===== config.mk =====
export PLATFORM = sky130hd
export DESIGN_NAME = uart_tx_scheduler
export DESIGN_NICKNAME = d
export VERILOG_FILES = /design/src/rtl/uart_sched_pkg.sv /design/src/rtl/uart_tx_scheduler_rr_pick.sv /design/src/rtl/uart_tx_scheduler.sv
export SDC_FILE = /design/constraint.sdc
export NUM_CORES = 1
export LEC_CHECK = 0
export BUFFER_PORTS_ARGS = -buffer_cell sky130_fd_sc_hd__buf_2
export CAP_MARGIN = 20
export CORE_ASPECT_RATIO = 1.75
export CORE_UTILIZATION = 41
export DETAILED_ROUTE_END_ITERATION = 10
export GPL_TIMING_DRIVEN = 1
export PLACE_DENSITY = 0.74
export SYNTH_ARGS = -nofsm -noshare
export SYNTH_HDL_FRONTEND = slang
export SYNTH_HIERARCHICAL = 1
export SYNTH_SLANG_ARGS = --single-unit

===== constraint.sdc =====
create_clock -name clk -period 2.68 [get_ports clk]
set_input_delay 0.804 -clock clk [delete_from_list [all_inputs] [get_ports clk]]
set_output_delay 0.804 -clock clk [all_outputs]
set_load 0.01 [all_outputs]

===== src/rtl/uart_sched_pkg.sv =====
// Shared types and default sizing for the UART transmit scheduler.
package uart_sched_pkg;

    typedef enum logic [1:0] {IDLE, ISSUE, WAIT_BUSY, WAIT_DONE} sched_state_t;

    localparam int unsigned N_REQ_DEF        = 4;
    localparam int unsigned DATA_W_DEF       = 8;
    localparam int unsigned BUSY_TIMEOUT_DEF = 16;

endpackage


===== src/rtl/uart_tx_scheduler_rr_pick.sv =====
// Rotating-priority selector: first valid requester strictly after ptr, wrapping mod N.
module rr_pick #(
    parameter  int unsigned N     = 4,
    localparam int unsigned IDX_W = (N > 1) ? $clog2(N) : 1
) (
    input  logic [N-1:0]     req_valid,
    input  logic [IDX_W-1:0] ptr,
    output logic             found,
    output logic [IDX_W-1:0] idx
);

    always_comb begin
        int unsigned j;
        found = 1'b0;
        idx   = '0;
        j     = 0;
        for (int unsigned k = 1; k <= N; k++) begin
            j = 32'(ptr) + k;
            if (j >= N) begin
                j = j - N;
            end
            if (!found && req_valid[j[IDX_W-1:0]]) begin
                found = 1'b1;
                idx   = IDX_W'(j);
            end
        end
    end

endmodule


===== src/rtl/uart_tx_scheduler.sv =====
// Round-robin, packet-locking arbiter sharing one UART transmitter among N_REQ byte streams,
// with a watchdog on the transmitter's acknowledge of each send.
module uart_tx_scheduler
    import uart_sched_pkg::*;
#(
    parameter  int unsigned N_REQ        = N_REQ_DEF,
    parameter  int unsigned DATA_W       = DATA_W_DEF,
    parameter  int unsigned BUSY_TIMEOUT = BUSY_TIMEOUT_DEF,
    localparam int unsigned IDX_W        = $clog2(N_REQ)
) (
    input  logic                      clk,
    input  logic                      rst,
    input  logic [N_REQ-1:0]          req_valid,
    input  logic [N_REQ*DATA_W-1:0]   req_data,
    input  logic [N_REQ-1:0]          req_last,
    output logic [N_REQ-1:0]          req_ready,
    output logic [DATA_W-1:0]         tx_data,
    output logic                      tx_send,
    input  logic                      tx_rdy,
    output logic [IDX_W-1:0]          grant_id,
    output logic                      busy,
    output logic                      err_timeout
);

    localparam int unsigned CNT_W = $clog2(BUSY_TIMEOUT + 1);

    sched_state_t      state;
    sched_state_t      state_nxt;
    logic [IDX_W-1:0]  ptr;
    logic [IDX_W-1:0]  owner;
    logic [IDX_W-1:0]  pick_idx;
    logic [IDX_W-1:0]  sel_idx;
    logic              pick_found;
    logic              sel_found;
    logic              locked;
    logic              last_q;
    logic [CNT_W-1:0]  cnt;
    logic              accept;
    logic              timeout_hit;
    logic              release_lock;
    logic [DATA_W-1:0] sel_data;
    logic              sel_last;

    rr_pick #(.N(N_REQ)) u_pick (
        .req_valid (req_valid),
        .ptr       (ptr),
        .found     (pick_found),
        .idx       (pick_idx)
    );

    // While locked only the owner is eligible, even if it currently has nothing to send.
    always_comb begin
        sel_idx   = locked ? owner : pick_idx;
        sel_found = locked ? req_valid[owner] : pick_found;
        sel_data  = '0;
        sel_last  = 1'b0;
        for (int unsigned i = 0; i < N_REQ; i++) begin
            if (sel_idx == IDX_W'(i)) begin
                sel_data = req_data[i*DATA_W +: DATA_W];
                sel_last = req_last[i];
            end
        end
    end

    always_ff @(posedge clk) begin
        if (rst) begin
            state <= IDLE;
        end else begin
            state <= state_nxt;
        end
    end

    always_comb begin
        state_nxt    = state;
        accept       = 1'b0;
        timeout_hit  = 1'b0;
        release_lock = 1'b0;
        tx_send      = 1'b0;
        req_ready    = '0;
        case (state)
            IDLE: begin
                if (tx_rdy && sel_found) begin
                    req_ready[sel_idx] = 1'b1;
                    accept             = 1'b1;
                    state_nxt          = ISSUE;
                end
            end
            ISSUE: begin
                tx_send   = 1'b1;
                state_nxt = WAIT_BUSY;
            end
            WAIT_BUSY: begin
                if (!tx_rdy) begin
                    state_nxt = WAIT_DONE;
                end else if (cnt == CNT_W'(BUSY_TIMEOUT - 1)) begin
                    timeout_hit  = 1'b1;
                    release_lock = 1'b1;
                    state_nxt    = IDLE;
                end
            end
            WAIT_DONE: begin
                if (tx_rdy) begin
                    release_lock = last_q;
                    state_nxt    = IDLE;
                end
            end
            default: state_nxt = IDLE;
        endcase
    end

    always_ff @(posedge clk) begin
        if (rst) begin
            ptr         <= IDX_W'(N_REQ - 1);
            locked      <= 1'b0;
            owner       <= '0;
            last_q      <= 1'b0;
            tx_data     <= '0;
            cnt         <= '0;
            err_timeout <= 1'b0;
        end else begin
            err_timeout <= timeout_hit;
            if (accept) begin
                tx_data <= sel_data;
                last_q  <= sel_last;
                owner   <= sel_idx;
                locked  <= 1'b1;
            end
            if (state == ISSUE) begin
                cnt <= '0;
            end else if (state == WAIT_BUSY) begin
                cnt <= cnt + 1'b1;
            end
            if (release_lock) begin
                locked <= 1'b0;
                ptr    <= owner;
            end
        end
    end

    assign grant_id = owner;
    assign busy     = (state != IDLE);

endmodule

==> impl_metrics.env <==
export IMPL_worstMarginPinSlew_ns=0.3500
export IMPL_synth_nets=178
export IMPL_synthCells=133
export IMPL_maxCapViolations=0
export IMPL_yosysWarnings=6
export IMPL_ys_flop_type="dfxtp_1"
export IMPL_path_max_fanout=6
export IMPL_maxSlewHeadroom_pct=76.67
export IMPL_final_cell_mix="buf_2 (57), dfxtp_1 (22), buf_4 (14), nor2_1 (13)"
export IMPL_setup_tns_ns=-0.2614
export IMPL_area_delta_synth_final_pct=42.11
export IMPL_cts_tree="yes"
export IMPL_slowest_delay_ns=0.24
export IMPL_port_buffers=59
export IMPL_synth_area_sq_um=1308
export IMPL_row_count=26
export IMPL_antenna_found_initial=0
export IMPL_multiInputGateArea_sq_um=839.6
export IMPL_hold_path_class="reg -> reg"
export IMPL_fillers=255
export IMPL_numCtsBuffers=3
export IMPL_dp_hpwl_mm=2.616
export IMPL_dpl_cell_count=237
export IMPL_cts_root_buf="clkbuf_8"
export IMPL_end_kind="primary output"
export IMPL_ys_types=36
export IMPL_outcome="complete, but fails checks"
export IMPL_hold_viol_final=0
export IMPL_crit_top_cell="buf_6"
export IMPL_initial_core_util_pct=44.17
export IMPL_dr_pass1_iters=4
export IMPL_reg2reg_slack_ns=0.25
export IMPL_cp_cell_sequence="buf_6 > and2b_1 > a21oi_2 > o221ai_2 > mux2i_4 > buf_6 > nor3b_2 > buf_2"
export IMPL_fin_cells=246
export IMPL_finalPower_mw=1.015
export IMPL_clock_skew_ns=0.002109
export IMPL_synth_edf_count=0
export IMPL_cts_max_level=1
export IMPL_yosysSeqAreaShare_pct=33.68
export IMPL_fin_nets=250
export IMPL_r2r_start="ptr[1]"
export IMPL_syn_avg_cell_area_sq_um=9.831
export IMPL_synthArstFlopShare_pct=0
export IMPL_yosysTopAreaCell="dfxtp_1"
export IMPL_leakage_nw=0.8689
export IMPL_post_drt_wl_per_cell_microns=13.70
export IMPL_power_density_nw_per_um2=546.4
export IMPL_setup_viol_count_final=4
export IMPL_ir_drop_mv=0.3575
export IMPL_final_common_cell="buf_2"
export IMPL_violations="setup timing"
export IMPL_vias_per_cell=5.415
export IMPL_worstSetupStartpointType="primary input"
export IMPL_cp_depth=8
export IMPL_cts_hold_buffers=0
export IMPL_grt_pass1_vias=1277
export IMPL_crit_arrival_ns=1.97
export IMPL_cp_required_ns=1.88
export IMPL_cp_top_family="buffers and inverters"
export IMPL_fp_dieH_microns=76.71
export IMPL_drive_gt1_share_pct=46.08
export IMPL_grtUsageTotal_pct=20.82
export IMPL_insertion_delay_ns=0.26
export IMPL_finalCritPeriodShare_pct=103.4
export IMPL_die_area_sq_um=3428
export IMPL_holdWs_ns=0.4777
export IMPL_cts_sinks=22
export IMPL_seqCellArea_sq_um=440.4
export IMPL_core_sq_um=2960
export IMPL_r2r_end="tx_data[3]"
export IMPL_grt_pass1_wl_mm=5.464
export IMPL_crit_path_end="req_ready[1]"
export IMPL_clockBufferDepth=2
export IMPL_slew_violations=0
export IMPL_num_io_pins=60
export IMPL_grt_max_degree=17
export IMPL_period_minus_slack_ns=2.771
export IMPL_netlist_area_leader_share_pct=33.68
export IMPL_gp_congestion=0.7749
export IMPL_clk_pin_slew_ns=0.08
export IMPL_fin_util_pct=62.76
export IMPL_via_count=1332
export IMPL_drc_errors=0
export IMPL_routed_wl_mm=3.370
export IMPL_num_antenna_cells=0
export IMPL_fin_ws_ns=-0.09096
export IMPL_ys_ff_latch=22
export IMPL_synth_area_top_cells="dfxtp_1 (34%), mux4_2 (8.6%), mux4_1 (8.0%)"
export IMPL_grt_ovfl_total=0
export IMPL_drt_iter0_markers=41
export IMPL_rsz0062_at_grt="yes"
export IMPL_cp_buffers_inverters=3
export IMPL_r2r_cells=8
export IMPL_dieWidth_microns=44.69
export IMPL_cpMaxStageDelayCell="o221ai_2"
export IMPL_fmax_ghz=0.3609
export IMPL_final_antenna_net_count=0
export IMPL_path_class="in -> out"
export IMPL_setup_worst_path_start="req_valid[2]"
## metal layers
| metal | vias up | global-route usage (%) | wire length [microns] |
|---|---|---|---|
| met5 | - | 0 | 0 |
| met4 | 0 | 8.485 | 46 |
| met3 | 4 | 3.294 | 212 |
| met2 | 55 | 39.12 | 1839 |
| met1 | 626 | 21.15 | 1273 |
| li1 | 647 | - | - |
## flip-flops by register name, summed over array words and instances, names as in the netlist
signal and cells:
tx_data 8, cnt 5, grant_id 2, ptr 2, state 2, err_timeout 1
last_q 1, locked 1
## worst register-to-register path: stages, from the launching register on
cell	delay, ns
dfxtp_1	0.47
mux2i_1	0.27
o221ai_2	0.16
mux2i_4	0.26
buf_4	0.16
buf_4	0.09
buf_6	0.14
mux4_1	0.55
a22o_1	0.23
## how the worst min path moves through the flow
stage | from | to | cells after the start
2_1_floorplan | last_q | last_q | 1
3_3_place_gp | tx_data[3] | tx_data[3] | 1
3_5_place_dp | tx_data[3] | tx_data[3] | 1
4_1_cts | tx_data[3] | tx_data[3] | 1
5_1_grt | tx_data[3] | tx_data[3] | 1
6_report | tx_data[3] | tx_data[3] | 1
## per-stage QoR
step / setup WS, ns / cell area (sq um)
after detailed placement: -0.1279 / 1718
after CTS: -0.08804 / 1832
after global routing: -0.1547 / 1858
final: -0.09096 / 1858
after floorplan: 0.01619 / 1328
after global placement: -0.07332 / 1718
## report_power, final
group	switching, mW	internal [mW]
Clock	0.113	0.199
Combinational	0.142	0.171
Sequential	0.0313	0.358
Total	0.286	0.729
## cell usage after synthesis, types with 4 or more instances
library cell,count
nor2_1,13
nand2b_1,6
nor3_1,5
clkbuf_1,6
mux4_1,4
inv_1,4
a21oi_1,10
dfxtp_1,22
nand2_1,8
a22o_1,9
mux2i_1,6
mux4_2,5
## cell type report
class,count,share of cell area [%]
multi-input combinational,99,45.19
clock inverter,1,1.616
inverter,4,0.8081
timing repair buffer,75,23.64
clock buffer,3,2.222
tap,42,2.828
sequential,22,23.70
## cells by family (layout without fill, tap and decap cells)
| family | count (synthesis) | count (layout) | synth area share (%) |
|---|---|---|---|
| AO/OA/AOI/OAI | 35 | 35 | 19.62 |
| multiplexers | 16 | 16 | 22.30 |
| AND/OR/NAND/NOR | 45 | 45 | 17.71 |
| flip-flops | 22 | 22 | 33.68 |
| buffers and inverters | 12 | 83 | 4.114 |
| XOR/XNOR | 1 | 1 | 0.6700 |
| adder cells (fa/ha/maj) | 2 | 2 | 1.914 |
## repair_timing
action / in CTS / in global routing
gates resized for setup: 5 / 3
pin swaps: 1 / 1
setup buffers: 3 / 2
setup endpoints to repair: 4 / 4
(Power assumes the default switching activity.)
